**src/rtl/gray_conv_arbiter.sv**
```systemverilog
// gray_conv_arbiter: round-robin arbiter feeding one shared binary-to-Gray
// stage. The granted requester's word is converted and captured in a single
// output register, with valid/ready on both sides and a wrapping count of
// completed output handshakes.
module gray_conv_arbiter #(
  parameter int NREQ  = 4,
  parameter int WIDTH = 4,
  parameter int IDW   = 2,
  parameter int CNTW  = 8
) (
  input  logic                    clk,
  input  logic                    rst_n,
  input  logic [NREQ-1:0]         req_valid,
  input  logic [NREQ*WIDTH-1:0]   req_data,
  output logic [NREQ-1:0]         req_ready,
  output logic                    out_valid,
  output logic [WIDTH-1:0]        out_gray,
  output logic [IDW-1:0]          out_id,
  input  logic                    out_ready,
  output logic [CNTW-1:0]         done_cnt
);

  typedef enum logic {EMPTY = 1'b0, FULL = 1'b1} state_e;

  state_e           state_q;
  logic [WIDTH-1:0] gray_q, gray_d;
  logic [IDW-1:0]   id_q;
  logic [IDW-1:0]   ptr_q, ptr_d;
  logic [CNTW-1:0]  cnt_q, cnt_d;

  logic [IDW:0]     cand;
  logic [IDW-1:0]   grant_idx;
  logic             grant_any;
  logic [WIDTH-1:0] sel_bin;
  logic             slot_free;
  logic             accept;
  logic             handshake;

  // Output slot can take a new word when empty or when it drains this cycle.
  assign slot_free = (state_q == EMPTY) || out_ready;
  assign handshake = (state_q == FULL) && out_ready;
  assign accept    = grant_any && slot_free;

  // Round-robin search: first valid requester at or after ptr, wrapping at NREQ.
  // Candidates are reduced modulo NREQ, so ids >= NREQ can never be granted.
  always_comb begin
    grant_any = 1'b0;
    grant_idx = '0;
    cand      = '0;
    for (int k = 0; k < NREQ; k++) begin
      cand = {1'b0, ptr_q} + (IDW+1)'(k);
      if (cand >= (IDW+1)'(NREQ)) cand = cand - (IDW+1)'(NREQ);
      if (!grant_any && req_valid[cand[IDW-1:0]]) begin
        grant_any = 1'b1;
        grant_idx = cand[IDW-1:0];
      end
    end
  end

  // Accept strobe is one-hot on the winner, and suppressed while in reset.
  always_comb begin
    req_ready = '0;
    if (grant_any && slot_free && rst_n) req_ready[grant_idx] = 1'b1;
  end

  // Mux the winner's word and convert: g[MSB]=b[MSB], g[i]=b[i+1]^b[i].
  always_comb begin
    sel_bin = '0;
    for (int i = 0; i < NREQ; i++)
      if (grant_idx == IDW'(i)) sel_bin = req_data[i*WIDTH +: WIDTH];
    gray_d = sel_bin ^ (sel_bin >> 1);
    ptr_d  = (grant_idx == IDW'(NREQ-1)) ? '0 : grant_idx + IDW'(1);
    cnt_d  = cnt_q + CNTW'(1);
  end

  // EMPTY/FULL output FSM with registered result, id, pointer and counter.
  always_ff @(posedge clk) begin
    if (!rst_n) begin
      state_q <= EMPTY;
      gray_q  <= '0;
      id_q    <= '0;
      ptr_q   <= '0;
      cnt_q   <= '0;
    end else begin
      if (handshake) cnt_q <= cnt_d;
      case (state_q)
        EMPTY: begin
          if (accept) begin
            state_q <= FULL;
            gray_q  <= gray_d;
            id_q    <= grant_idx;
            ptr_q   <= ptr_d;
          end
        end
        FULL: begin
          // A drain and a new accept in the same cycle keeps the slot full.
          if (accept) begin
            gray_q <= gray_d;
            id_q   <= grant_idx;
            ptr_q  <= ptr_d;
          end else if (out_ready) begin
            state_q <= EMPTY;
          end
        end
      endcase
    end
  end

  assign out_valid = (state_q == FULL);
  assign out_gray  = gray_q;
  assign out_id    = id_q;
  assign done_cnt  = cnt_q;

endmodule
```
**config.mk**
```make
export PLATFORM = sky130hd
export DESIGN_NAME = gray_conv_arbiter
export DESIGN_NICKNAME = d
export VERILOG_FILES = /design/src/rtl/gray_conv_arbiter.sv
export SDC_FILE = /design/constraint.sdc
export NUM_CORES = 1
export LEC_CHECK = 0
export CAP_MARGIN = 10
export CORE_MARGIN = 4
export CORE_UTILIZATION = 37
export CTS_CLUSTER_DIAMETER = 40
export DETAILED_ROUTE_END_ITERATION = 8
export PLACE_DENSITY = 0.68
export RECOVER_POWER = 25
export SLEW_MARGIN = 20
export SYNTH_ARGS = -nofsm -noshare
export SYNTH_HDL_FRONTEND = slang
export SYNTH_SLANG_ARGS = --single-unit
```
**constraint.sdc**
```tcl
create_clock -name clk -period 2.55 [get_ports clk]
set_input_delay 0.51 -clock clk [delete_from_list [all_inputs] [get_ports clk]]
set_output_delay 0.51 -clock clk [all_outputs]
set_load 0.1 [all_outputs]
```
==> summary.md, run 1 <==
| Metric | Value |
|---|---|
| Num CTS Buffers | 3 |
| Number of global-route vias before repair | 1113 |
| Synth-to-Final Area Change | 66.7% |
| R2R setup slack | 0.17 ns |
| Primary FF master, synth | dfxtp_1 |
| Setup TNS | 0 ns |
| Max Freq | 399 MHz |
| Clk pin slew, worst setup/hold paths | 0.10 ns |
| DR WL/cell | 13.3 µm |
| Share of cells above drive strength 1 | 33.2% |
| Switching Share | 45.3% |
| Critical Path Sink Type | output pin |
| H-Tree Depth | 1 |
| Slowest stage delay, CP | 0.27 ns |
| Status | finished, final reports clean |
| CP Data Required Time | 2.04 ns |
| Final Hold Vio Count | 0 |
| Sequential share of power | 28.5% |
| Startpoint types | input port |
| Vias per inst | 5.12 |
| Clock skew | 0.00438 ns |
| Power Internal | 606 µW |
| Power Dens Cells | 628 mW/mm² |
| Worst relative slew slack | 22.5% |
| Post-synth EDFFs | 0 |
| DP HPWL | 2180 µm |
| Gr usage total | 16.6% |
| RSZ-0062 raised after global routing | true |
| # nets final | 219 |
| Gpl congestion | 0.860 |
| Commonest non-fill, non-tap cell in the layout | buf_4 |
| I/O Buffers | 41 |
| Min cycle time layout | 2.51 ns |
| Row count | 19 |
| Synthesis-stage register bit count | 17 |
| Critical-path top delay cell | nor4_2 |
| Largest buffer count on any clock path | 2 |
| Die width | 61.5 µm |
| Combinational Power Share | 58.2% |
| Number of max-cap violations | 0 |
| Cell Count, Final, Fillers Out | 221 |
| Syn avg cell area | 8.39 µm² |
| Post-Route Utilization | 64.5% |
| Final wirelength | 2930 µm |
| Layout fillers | 236 |
| Distinct cell type count after synthesis | 39 |
| Drc violations | 0 |
| WS Path Type | input port to output pin |
| Die area | 0.00378 mm² |
| Slew Limit Fails | 0 |
| Global-route wire length before repair | 4820 µm |
| Vias | 1131 |
| Setup Viol. Count Final | 0 |
| CTS sink cnt | 17 |
| NetSw | 501 µW |
| Synth Net Count | 154 |
| Initial Util | 38.7% |
| Post-synthesis sequential area ratio | 32.2% |
| Slew @ Worst Pin | 1.17 ns |
| Worst path cell trace | clkdlybuf4s15_2 > buf_6 > nand2_1 > nor2_1 > nor4_2 > buf_4 > inv_4 > ha_4 > and3_4 > buf_12 |
| CP Max Fanout | 3 |
| First DRT Iteration DRCs | 40 |
| Crit path DAT | 2.00 ns |
| IO Pins | 42 |
| Antenna Nets Post-Route | 0 |
| Ant diodes | 0 |
| Fraction of registers with async set/reset | 0% |
| Max VDD drop | 0.454 mV |
| Leak pwr | 0.000724 µW |
| Clock share of power | 13.3% |
| Most frequent cells in the layout | 33 x buf_4, 17 x clkdlybuf4s50_1, 16 x dfxtp_1 |
| Cells after DPL | 211 |
| Total iterations of the first detailed-routing run | 3 |
| Pin count of the biggest net entering global routing | 18 |
| Root buf cell | clkbuf_4 |
| Total power | 1110 µW |
| Core ar. | 0.00273 mm² |
| CTS tree | done |
| Period utilisation layout | 98.2% |
| Synth warn | 0 |
| Syn Inst Count | 126 |
| Initial antenna violation count | 0 |
| Die Ht | 61.5 µm |
| Total gr overflow | 0 |
| Final hold slack | 0.486 ns |
| Worst-Skew Late Latency | 0.29 ns |
| Cell area after synthesis | 0.00106 mm² |
| Worst Hold Class | flip-flop to flip-flop |
layer usage:
metal,vias to the layer above,GRT usage [%],share of wire [%]
met5,-,0,0
met4,0,7.27,2.5
met3,8,4.61,7.2
met2,39,28.5,49
met1,507,19.1,41
li1,577,-,-
area by class of cell:
cell class                      count  area [µm²]  area share (%)
Tap cell                           31        38.8            2.20
Sequential cell                    17         344            19.5
Clock buffer                        3        22.5            1.28
Clock inverter                      1        5.00           0.284
Inverter                            7        31.3            1.77
Timing Repair Buffer               65         579            32.9
Multi-Input combinational cell     97         742            42.1
timing repair:
item,4_1_cts,5_1_grt
resized for setup,21,7
pin swaps,1,5
setup endpoints to repair,6,4
setup buffers,0,6
hold buffers,0,0
critical path, delay by kind of cell:
kind | cells | cell delay, ns
buffers and inverters | 5 | 0.75
and+or+nand+nor | 4 | 0.57
adders and majority gates | 1 | 0.16
flip-flops by register name (all words and copies together), names as in the netlist:
signal     flops
out_valid      1
out_gray       4
out_id         2
done_cnt       8
ptr_q          2
power groups by stage:
stage               Clock (µW)  Combinational (µW)  Sequential (µW)
floorplan                    0                 243              479
global placement             0                 582              321
detailed placement           0                 586              322
CTS                        153                 624              316
global route               166                 688              320
finish                     147                 644              316
worst paths after layout:
path	start	end	cells past startpoint
setup / recovery	req_valid[0]	req_ready[2]	10
hold / removal	out_gray[3]	out_gray[3]	2
setup reg to reg	ptr_q[1]	out_gray[0]	12
hold reg to reg	out_gray[3]	out_gray[3]	2
cell families after synthesis:
group,share of synthesized area (%)
AO/OA/AOI/OAI,22.5
XOR/XNOR,4.14
adder cells (fa/ha/maj),5.92
buffers and inverters,5.21
flip-flops,32.2
multiplexers,1.89
AND/OR/NAND/NOR,28.2
through the flow:
stage | instance area [µm²] | setup slack (ns)
2_1_floorplan | 1070 | -0.0522
3_3_place_gp | 1630 | -0.324
3_5_place_dp | 1630 | -0.359
4_1_cts | 1720 | 0.00251
5_1_grt | 1760 | -0.0461
6_report | 1760 | 0.0449
cells in the mapped netlist (all sizes together) (4+ instances only):
cell    number  area, µm²
a21boi       5       37.5
and2         4       25.0
dfxtp       17        340
ha           5       62.6
inv          7       26.3
nand2       13       48.8
nand2b       5       31.3
nand3        5       25.0
nor2         6       22.5
nor2b        4       25.0
o21ai        8       40.0
o22ai        4       31.3
or3          4       25.0
No activity file was read; power rests on OpenSTA's default activity.
==> run 2: changes to the inputs <==
--- a/config.mk
+++ b/config.mk
@@ -5,13 +5,15 @@
 export SDC_FILE = /design/constraint.sdc
 export NUM_CORES = 1
 export LEC_CHECK = 0
-export CAP_MARGIN = 10
+export CAP_MARGIN = 20
 export CORE_MARGIN = 4
 export CORE_UTILIZATION = 37
 export CTS_CLUSTER_DIAMETER = 40
+export CTS_CLUSTER_SIZE = 25
 export DETAILED_ROUTE_END_ITERATION = 8
 export PLACE_DENSITY = 0.68
 export RECOVER_POWER = 25
+export SKIP_CTS_REPAIR_TIMING = 1
 export SLEW_MARGIN = 20
 export SYNTH_ARGS = -nofsm -noshare
 export SYNTH_HDL_FRONTEND = slang
==> summary.md, run 2 (synthesized netlist as in run 1, its figures left out) <==
| Metric | Value |
|---|---|
| CP Data Required Time | 2.04 ns |
| Global-route wire length before repair | 4620 µm |
| Share of cells above drive strength 1 | 31.4% |
| Status | finished, final reports clean |
| Vias per inst | 5.17 |
| Sequential share of power | 29.1% |
| Worst r2r path cells | 9 |
| Vias | 1117 |
| WS Path Type | input port to output pin |
| Most frequent cells in the layout | 29 x buf_4, 17 x clkdlybuf4s50_1, 16 x dfxtp_1 |
| IO Pins | 42 |
| Worst r2r src | ptr_q[0] |
| Crit path DAT | 2.00 ns |
| Power Internal | 596 µW |
| Antenna Nets Post-Route | 0 |
| Place WS | -0.359 ns |
| R2R setup slack | 0.32 ns |
| Initial Util | 38.7% |
| Switching Share | 45.8% |
| Commonest non-fill, non-tap cell in the layout | buf_4 |
| Number of global-route vias before repair | 1074 |
| Critical Path Sink Type | output pin |
| Power Dens Cells | 632 mW/mm² |
| Die area | 0.00378 mm² |
| Final Hold Vio Count | 0 |
| H-Tree Depth | 1 |
| Initial antenna violation count | 0 |
| Total iterations of the first detailed-routing run | 4 |
| Cell Count, Final, Fillers Out | 216 |
| Reg2reg end | out_gray[0] |
| Clock skew | 0.00180 ns |
| Gr usage total | 15.9% |
| Leak pwr | 0.000729 µW |
| Max Freq | 399 MHz |
| # nets final | 214 |
| Worst-Skew Late Latency | 0.29 ns |
| Worst relative slew slack | 22.5% |
| Ant diodes | 0 |
| Cells after DPL | 211 |
| Combinational Power Share | 57.4% |
| Slew Limit Fails | 0 |
| Period utilisation layout | 98.3% |
| CTS tree | done |
| Worst setup margin | 0.0430 ns |
| Die Ht | 61.5 µm |
| Largest buffer count on any clock path | 2 |
| I/O Buffers | 41 |
| Synth-to-Final Area Change | 64.4% |
| Max reg flops | 8 |
| Critical Path End | req_ready[2] |
| Die width | 61.5 µm |
| Post-Route Utilization | 63.6% |
| Final wirelength | 2930 µm |
| Root buf cell | clkbuf_4 |
| Clk pin slew, worst setup/hold paths | 0.10 ns |
| RSZ-0062 raised after global routing | true |
| Max VDD drop | 0.466 mV |
| DP HPWL | 2180 µm |
| Slew @ Worst Pin | 1.17 ns |
| NetSw | 503 µW |
| CP Max Fanout | 5 |
| Drc violations | 0 |
| Startpoint types | input port |
| Worst Hold Class | flip-flop to flip-flop |
| Gpl congestion | 0.860 |
| Total gr overflow | 0 |
| Min cycle time layout | 2.51 ns |
| Num CTS Buffers | 3 |
| Pin count of the biggest net entering global routing | 18 |
| Core ar. | 0.00273 mm² |
| Clock share of power | 13.5% |
| Setup Viol. Count Final | 0 |
| Row count | 19 |
| DR WL/cell | 13.6 µm |
| Worst Setup SP | req_valid[0] |
| CTS sink cnt | 17 |
| First DRT Iteration DRCs | 45 |
| Number of max-cap violations | 0 |
run 2: cell count changes in the layout (fill, tap and decap cells not counted):
cell	delta
buf_6	-1
clkdlybuf4s15_2	-1
buf_4	-4
nand2b_1	-1
dlymetal6s2s_1	+3
dlygate4sd2_1	-2
nand2b_4	+1
run 2: worst min-delay path by stage:
stage,start,end,slack (ns),cells after the start
3_5_place_dp,out_gray[3],out_gray[3],0.47,2
3_3_place_gp,out_gray[3],out_gray[3],0.46,2
5_1_grt,out_id[1],out_id[1],0.53,2
2_1_floorplan,ptr_q[0],ptr_q[0],0.52,2
4_1_cts,out_gray[3],out_gray[3],0.49,2
6_report,out_gray[3],out_gray[3],0.49,2
run 2: routing by layer:
layer / vias to the layer above / share of wire, % / global-route usage (%) / wire, µm
met5: - / 0 / 0 / 0
met4: 0 / 1.0 / 5.45 / 30
met3: 4 / 7.5 / 4.40 / 220
met2: 41 / 50 / 27.9 / 1450
met1: 506 / 42 / 18.4 / 1220
li1: 566 / - / - / -
run 2: stage by stage:
stage	hold slack (ns)	area [µm²]	total power (µW)	setup TNS, ns
global placement	0.458	1630	903	-2.22
global route	0.528	1740	1160	-0.0572
floorplan	0.521	1070	722	-0.0522
finish	0.486	1740	1100	0
detailed placement	0.471	1630	907	-2.54
CTS	0.490	1650	1060	-1.48
run 2: critical path, stage by stage:
cell and delay, ns:
dlymetal6s2s_1 0.15, buf_4 0.16, nand2_1 0.07, nor2_1 0.06
nor4_2 0.28, buf_4 0.21, inv_4 0.06, ha_4 0.17
and3_4 0.17, buf_12 0.16
run 2: cell type report:
type	count	area, µm²
clock buffer	3	22.5
inverter	7	31.3
fill	238	996
tap	31	38.8
sequential	17	344
timing repair buffer	60	547
multi-input combinational	97	749
clock inverter	1	5.00
run 2: power groups by stage:
stage               Combinational (µW)  Clock (µW)  Sequential (µW)
finish                             631         148              320
global route                       671         166              323
CTS                                588         153              316
detailed placement                 586           0              322
global placement                   582           0              321
floorplan                          243           0              479
